$ cat src/rtl/led_matrix_scanner_pkg.sv
// Shared defaults for the LED matrix path (also the frame geometry used by the display decoders).
// Column c of a frame occupies bits [c*COLUNE_SIZE +: COLUNE_SIZE]; column 0 sits in the LSBs.
package led_matrix_scanner_pkg;

  localparam int unsigned COLUNE_SIZE_DEF   = 7;
  localparam int unsigned TOTAL_COLUNES_DEF = 5;
  localparam int unsigned DATA_WIDTH_DEF    = COLUNE_SIZE_DEF * TOTAL_COLUNES_DEF;
  localparam int unsigned CLK_DIV_DEF       = 50000;
  localparam int unsigned BLANK_CYCLES_DEF  = 500;

  // Counter width that stays at least one bit wide for degenerate sizes.
  function automatic int unsigned width_of(input int unsigned n);
    return (n > 1) ? $clog2(n) : 1;
  endfunction

endpackage

$ cat src/rtl/led_matrix_scanner_scan_tick_gen.sv
// Column-slot prescaler: counts 0..CLK_DIV-1 and flags the last cycle of each slot.
module scan_tick_gen
  import led_matrix_scanner_pkg::*;
#(
  parameter int unsigned CLK_DIV = CLK_DIV_DEF
) (
  input  logic                         i_clk,
  input  logic                         i_reset,
  output logic [width_of(CLK_DIV)-1:0] o_div_cnt,
  output logic                         o_slot_end
);

  localparam int unsigned DIV_W = width_of(CLK_DIV);
  localparam logic [DIV_W-1:0] LAST_CNT = DIV_W'(CLK_DIV - 1);

  logic [DIV_W-1:0] r_div_cnt;
  logic             w_slot_end;

  assign w_slot_end = (r_div_cnt == LAST_CNT);

  always_ff @(posedge i_clk) begin
    if (i_reset) begin
      r_div_cnt <= '0;
    end else if (w_slot_end) begin
      r_div_cnt <= '0;
    end else begin
      r_div_cnt <= r_div_cnt + 1'b1;
    end
  end

  assign o_div_cnt  = r_div_cnt;
  assign o_slot_end = w_slot_end;

endmodule

$ cat src/rtl/led_matrix_scanner.sv
// Time-multiplexes a column-packed frame onto a TOTAL_COLUNES x COLUNE_SIZE LED matrix.
// A shadow copy is taken only at frame boundaries so a scan never mixes two frames.
module led_matrix_scanner
  import led_matrix_scanner_pkg::*;
#(
  parameter int unsigned DATA_WIDTH    = DATA_WIDTH_DEF,
  parameter int unsigned COLUNE_SIZE   = COLUNE_SIZE_DEF,
  parameter int unsigned TOTAL_COLUNES = TOTAL_COLUNES_DEF,
  parameter int unsigned CLK_DIV       = CLK_DIV_DEF,
  parameter int unsigned BLANK_CYCLES  = BLANK_CYCLES_DEF
) (
  input  logic                     clk,
  input  logic                     reset,
  input  logic [DATA_WIDTH-1:0]    display_data,
  input  logic                     frame_valid,
  input  logic                     enable,
  output logic [TOTAL_COLUNES-1:0] column_n,
  output logic [COLUNE_SIZE-1:0]   row,
  output logic                     frame_done
);

  localparam int unsigned DIV_W = width_of(CLK_DIV);
  localparam int unsigned COL_W = width_of(TOTAL_COLUNES);
  localparam logic [COL_W-1:0]         LAST_COL = COL_W'(TOTAL_COLUNES - 1);
  localparam logic [TOTAL_COLUNES-1:0] COL0_SEL = TOTAL_COLUNES'(1);

  generate
    if (DATA_WIDTH != TOTAL_COLUNES * COLUNE_SIZE) begin : g_bad_width
      $error("led_matrix_scanner: DATA_WIDTH must equal TOTAL_COLUNES*COLUNE_SIZE");
    end
    if (BLANK_CYCLES >= CLK_DIV) begin : g_bad_blank
      $error("led_matrix_scanner: BLANK_CYCLES must be smaller than CLK_DIV");
    end
    if (CLK_DIV < 2) begin : g_bad_div
      $error("led_matrix_scanner: CLK_DIV must be at least 2");
    end
  endgenerate

  logic [DIV_W-1:0]         w_div_cnt;
  logic                     w_slot_end;
  logic                     w_last_col;
  logic                     w_unblanked;
  logic [COLUNE_SIZE-1:0]   w_cols [TOTAL_COLUNES];

  logic [COL_W-1:0]         r_col_idx;
  logic [DATA_WIDTH-1:0]    r_shadow;
  logic [TOTAL_COLUNES-1:0] r_column_n;
  logic [COLUNE_SIZE-1:0]   r_row;

  scan_tick_gen #(
    .CLK_DIV (CLK_DIV)
  ) u_tick (
    .i_clk      (clk),
    .i_reset    (reset),
    .o_div_cnt  (w_div_cnt),
    .o_slot_end (w_slot_end)
  );

  genvar g_c;
  generate
    for (g_c = 0; g_c < TOTAL_COLUNES; g_c++) begin : g_col_slice
      assign w_cols[g_c] = r_shadow[g_c*COLUNE_SIZE +: COLUNE_SIZE];
    end
    // Rows stay off for the first BLANK_CYCLES of a slot so the previous column cannot ghost.
    if (BLANK_CYCLES == 0) begin : g_no_blank
      assign w_unblanked = 1'b1;
    end else begin : g_blank
      assign w_unblanked = (w_div_cnt >= DIV_W'(BLANK_CYCLES));
    end
  endgenerate

  assign w_last_col = (r_col_idx == LAST_COL);
  assign frame_done = w_slot_end && w_last_col;

  always_ff @(posedge clk) begin
    if (reset) begin
      r_col_idx  <= '0;
      r_shadow   <= '0;
      r_column_n <= '1;
      r_row      <= '0;
    end else begin
      if (w_slot_end) begin
        r_col_idx <= w_last_col ? '0 : r_col_idx + 1'b1;
        if (w_last_col && frame_valid) begin
          r_shadow <= display_data;
        end
      end
      r_column_n <= enable ? ~(COL0_SEL << r_col_idx) : '1;
      r_row      <= (enable && w_unblanked) ? w_cols[r_col_idx] : '0;
    end
  end

  assign column_n = r_column_n;
  assign row      = r_row;

endmodule

$ cat config.mk
export PLATFORM = sky130hd
export DESIGN_NAME = led_matrix_scanner
export DESIGN_NICKNAME = d
export VERILOG_FILES = /design/src/rtl/led_matrix_scanner_pkg.sv /design/src/rtl/led_matrix_scanner_scan_tick_gen.sv /design/src/rtl/led_matrix_scanner.sv
export SDC_FILE = /design/constraint.sdc
export NUM_CORES = 1
export LEC_CHECK = 0
export CORE_ASPECT_RATIO = 1.4
export CORE_MARGIN = 2
export CORE_UTILIZATION = 50
export DETAILED_ROUTE_END_ITERATION = 8
export HOLD_SLACK_MARGIN = 0.02
export PLACE_DENSITY = 0.85
export SLEW_MARGIN = 20
export SYNTH_ARGS = -nofsm -noshare
export SYNTH_HDL_FRONTEND = slang
export SYNTH_SLANG_ARGS = --single-unit
$ cat constraint.sdc
create_clock -name clk -period 4 [get_ports clk]
set_input_delay 0.8 -clock clk [delete_from_list [all_inputs] [get_ports clk]]
set_output_delay 0.8 -clock clk [all_outputs]
set_load 0.05 [all_outputs]
Word-level counts from Yosys, hierarchy flattened

Cells that the tools add are included.

Add/subtract/negate cells: 2
Reductions and logical operators: 7
Magnitude comparators: 2
Muxes and demuxes: 4
Bitwise logic cells: 4
Equal/unequal tests: 2
Shifts and indexed selects: 1

Operator list:

| operator                | number |
|---|---|
| $bmux W7 S3             | 1 |
| $add A16 B1 Y16 const B | 1 |
| $eq A16 B16 Y1 const B  | 1 |
| $ge A16 B9 Y1 const B   | 1 |
| $mux W7                 | 2 |
| $reduce_or A2 Y1        | 3 |
| $not A5 Y5              | 1 |
| $shl A1 B3 Y5 const A   | 1 |
| $ge A4 B4 Y1 const B    | 1 |
| $not A3 Y4              | 1 |
| $add A3 B1 Y3 const B   | 1 |
| $eq A3 B3 Y1 const B    | 1 |
| $logic_and A1 B1 Y1     | 3 |
| $mux W3                 | 1 |
| $not A1 Y1              | 2 |
| $reduce_and A2 Y1       | 1 |

Bits in registers: 66
Logic and storage cells: 27

Longest topological paths before layout

Depth after elaboration: 4
Mapped depth: 7
Mapped depth without buffers: 5

Cells and area by module

Synthesis repeated with hierarchy kept, for this count alone.

Cell total of the unflattened synthesis: 325
Area, all modules: 2797.7 sq um

Modules (own cells, without submodules):

| module             | area each (sq um) | times used | cells an instance |
|---|---|---|---|
| led_matrix_scanner | 2087.0            | 1          | 244 |
| scan_tick_gen      | 710.7             | 1          | 81 |

Worst setup path before layout

No wires, ideal clock.

Path kind: reg-to-output
Start: register u_tick.r_div_cnt[0], in the netlist u_tick.o_div_cnt[0]
End: output port frame_done
Arrival time: 1.700 ns
Stages on the path, launching flop included: 6
Buffers on the path: 0
Required time: 3.200 ns
Path slack: 1.500 ns
Cell sequence: dfxtp_1 ha_1 nand4_1 nor4b_1 nand3_1 nor2_1

Longest elaborated chain between the ends: 2

RTL lines:

| item                   | RTL line                               | source |
|---|---|---|
| start, declared        | led_matrix_scanner_scan_tick_gen.sv:16 | `logic [DIV_W-1:0] r_div_cnt;` |
| start signal, assigned | led_matrix_scanner_scan_tick_gen.sv:27 | `r_div_cnt <= r_div_cnt + 1'b1;` |
| $eq A16 B16 Y1         | led_matrix_scanner_scan_tick_gen.sv:19 | `assign w_slot_end = (r_div_cnt == LAST_CNT);` |
| $logic_and A1 B1 Y1    | led_matrix_scanner.sv:73               | `assign frame_done = w_slot_end && w_last_col;` |
| end, declared          | led_matrix_scanner.sv:19               | `output logic frame_done` |

No other way between the ends.

Worst setup path in the final report

Ends and elaborated chain as after synthesis.

==> metrics.cfg <==
[sta]
final_max_slew_viol_count=0
tightestPinTransition_ns=0.753
setup_slack_ns=0.702
setup_viol_count_final=0
fmax_mhz=303
setup_tns_ns=0
period_minus_slack_ns=3.30
finClkSkew_ns=0.00694
hold_viol=0
relSlewSlack_pct=49.8
period_share_pct=82.4
rsz0062_at_grt=no

[floorplan]
die_y_um=97.8
ios=52
start_util_pct=51.0
die_w_um=71.0
die-area_um2=6950
core_area_um2=6170
rows=34

[worst_hold_path]
hp-class=reg2reg
hp-start=r_shadow[0]

[routing]
first_pass_iters=4
drc=0
final_antenna_net_count=0
wl_per_cell_um=13.5
via_per_inst=5.13
vias=2258
dr.first_iter.drc_count=123
wl_um=5950

[synthesis]
muxShareOfSynthArea_pct=16.5
synth-seq-area-share_pct=42.0
synthesis.area_um2=3140
synth_compound_area_share_pct=1.71
syn_inst=318
synth-simple-area-share_pct=28.1
synth_xor_area_share_pct=3.90
synth.distinct_cells=33
synth_fa_ha_area_share_pct=2.79
ys_warn_count=0
synth_fp_nets=364
synth_area_per_cell_um2=9.89
synth_seq_cells=66
synth_top_family_by_area=simple AND/OR/NAND/NOR gates

[final_layout]
areaGrowthSynthToFinish_pct=22.4
layout-drive-gt1-share_pct=7.88
antenna-diode-count=0
layout_commonest_cell=nand2b_1
fin_cells=440
final_nets=409
design_area_um2=3850
mostFrequentLayoutCells=nand2b_1 (71), dfxtp_1 (66), clkdlybuf4s50_1 (51), mux2i_1 (36), nor2_1 (23)
nFillCells=512

[place]
dpl.hpwl_um=4230
io_buffers=51
placed_cell_area_um2=3630
placed_cells=424
dpl_worst_slack_ns=1.12
place.gp.congestion=0.776

[clock_tree]
cts_buffers=9
cts_hold_buf=0
clkSlewWorstSetupHoldPaths_ns=0.07
htree_levels=3
cts-resized-gates=0
cts_root_buffer=clkbuf_8
clk_latency_ns=0.34
cts.sink_count=66
clk_path_buf_depth=2
cts_setup_buffers=0
cts_tree=built

[global_routing]
grt.overflow.total=0
first_global_vias=2254
grt_pass1_wl_um=10100
grt_max_degree=76
antenna_found_initial=0
grt_usage_pct=18.6

[pwr]
pwr_density_cell_nw_per_um2=350
power.total_w=0.00135
p_leak_nw=1.29
ir_worst_vdd_mv=0.311

[setup_path]
critPathLaunchType=flop
endpoint_kind=output pin
critical_path.startpoint=u_tick.o_div_cnt[0]
worstPathArrival_ns=2.50
reg2reg_from=u_tick.o_div_cnt[0]
crit_fanout=5
crit_required_ns=3.20
critPathKind=reg2out

[flow_run]
cap_violations=0

[status]
outcome=finished clean

-- cell usage after synthesis --
cell type | instances | share of area [%]
clkbuf_2 | 3 | 0.48
mux4_2 | 7 | 5.0
nand3b_1 | 1 | 0.24
inv_1 | 6 | 0.72
and4b_1 | 1 | 0.32
nand4_1 | 6 | 1.2
buf_4 | 1 | 0.24
nor4_4 | 1 | 0.68
and4bb_2 | 1 | 0.40
mux2i_1 | 36 | 11
dfxtp_1 | 66 | 42
a21oi_1 | 9 | 1.4
buf_12 | 3 | 1.9
xor2_1 | 2 | 0.56
nor2b_1 | 1 | 0.20
o311ai_0 | 1 | 0.28
nor2_1 | 23 | 2.7
ha_1 | 7 | 2.8
clkinv_1 | 1 | 0.12
nor4_1 | 4 | 0.80
clkbuf_1 | 10 | 1.2
nand3_1 | 15 | 2.4
and3_1 | 1 | 0.20
nor2_8 | 1 | 0.64
nor3_1 | 4 | 0.64
nor4b_1 | 1 | 0.28
and2_1 | 1 | 0.20
buf_2 | 2 | 0.32
or3b_1 | 1 | 0.28
nand2b_1 | 71 | 14
nand2_1 | 18 | 2.1
xnor2_1 | 12 | 3.3
nand4_4 | 1 | 0.68
-- through the flow --
step	hold WS [ns]	util (%)
floorplan	0.442	-
detailed placement	0.463	58.8
CTS	0.477	62.4
global placement	0.456	58.8
global route	0.503	62.4
finish	0.478	62.4
-- flip-flops by register name (all words and copies together), names as in the netlist --
| signal | flops |
|---|---|
| r_shadow | 35 |
| row | 7 |
| r_col_idx | 3 |
| u_tick.o_div_cnt | 16 |
| column_n | 5 |
-- worst paths after layout --
kind                        to  cells past startpoint  slack (ns)
setup / recovery    frame_done                      6        0.70
hold / removal     r_shadow[0]                      2        0.48
setup reg to reg  r_shadow[10]                      5        1.80
hold reg to reg    r_shadow[0]                      2        0.48
-- metal layers --
layer / track usage (%) / vias up / share of wire (%)
met5: 0 / - / 0
met4: 9.00 / 0 / 1.7
met3: 4.95 / 6 / 3.8
met2: 30.6 / 55 / 51
met1: 22.1 / 1044 / 43
li1: - / 1153 / -
-- kinds of logic after synthesis --
kind of cell,count (synthesis)
AO/OA/AOI/OAI,10
XOR/XNOR,14
adder cells (fa/ha/maj),7
buffers and inverters,26
flip-flops,66
multiplexers,43
AND/OR/NAND/NOR,152
-- final cells by class --
| cell class | count | area, um^2 | share of cell area [%] |
|---|---|---|---|
| Clock buffer | 9 | 124 | 3.22 |
| Clock inverter | 7 | 93.8 | 2.44 |
| Inverter | 7 | 26.3 | 0.683 |
| Multi-Input combinational cell | 226 | 1670 | 43.3 |
| Sequential cell | 66 | 1320 | 34.3 |
| Tap cell | 72 | 90.1 | 2.34 |
| Timing Repair Buffer | 53 | 526 | 13.7 |
-- critical path: stages (launching register included) --
cell	delay, ns
dfxtp_1	0.41
ha_1	0.26
nand4_1	0.13
nor4b_1	0.28
nand3_1	0.13
nor2_1	0.13
clkdlybuf4s50_1	0.81
-- power breakdown --
group          internal [W]  switching, W   total, W
registers          0.000660    0.00000335   0.000663
logic             0.0000516     0.0000271  0.0000787
clock network      0.000349      0.000255   0.000604
total               0.00106      0.000285    0.00135
No activity file was read; power rests on OpenSTA's default activity.
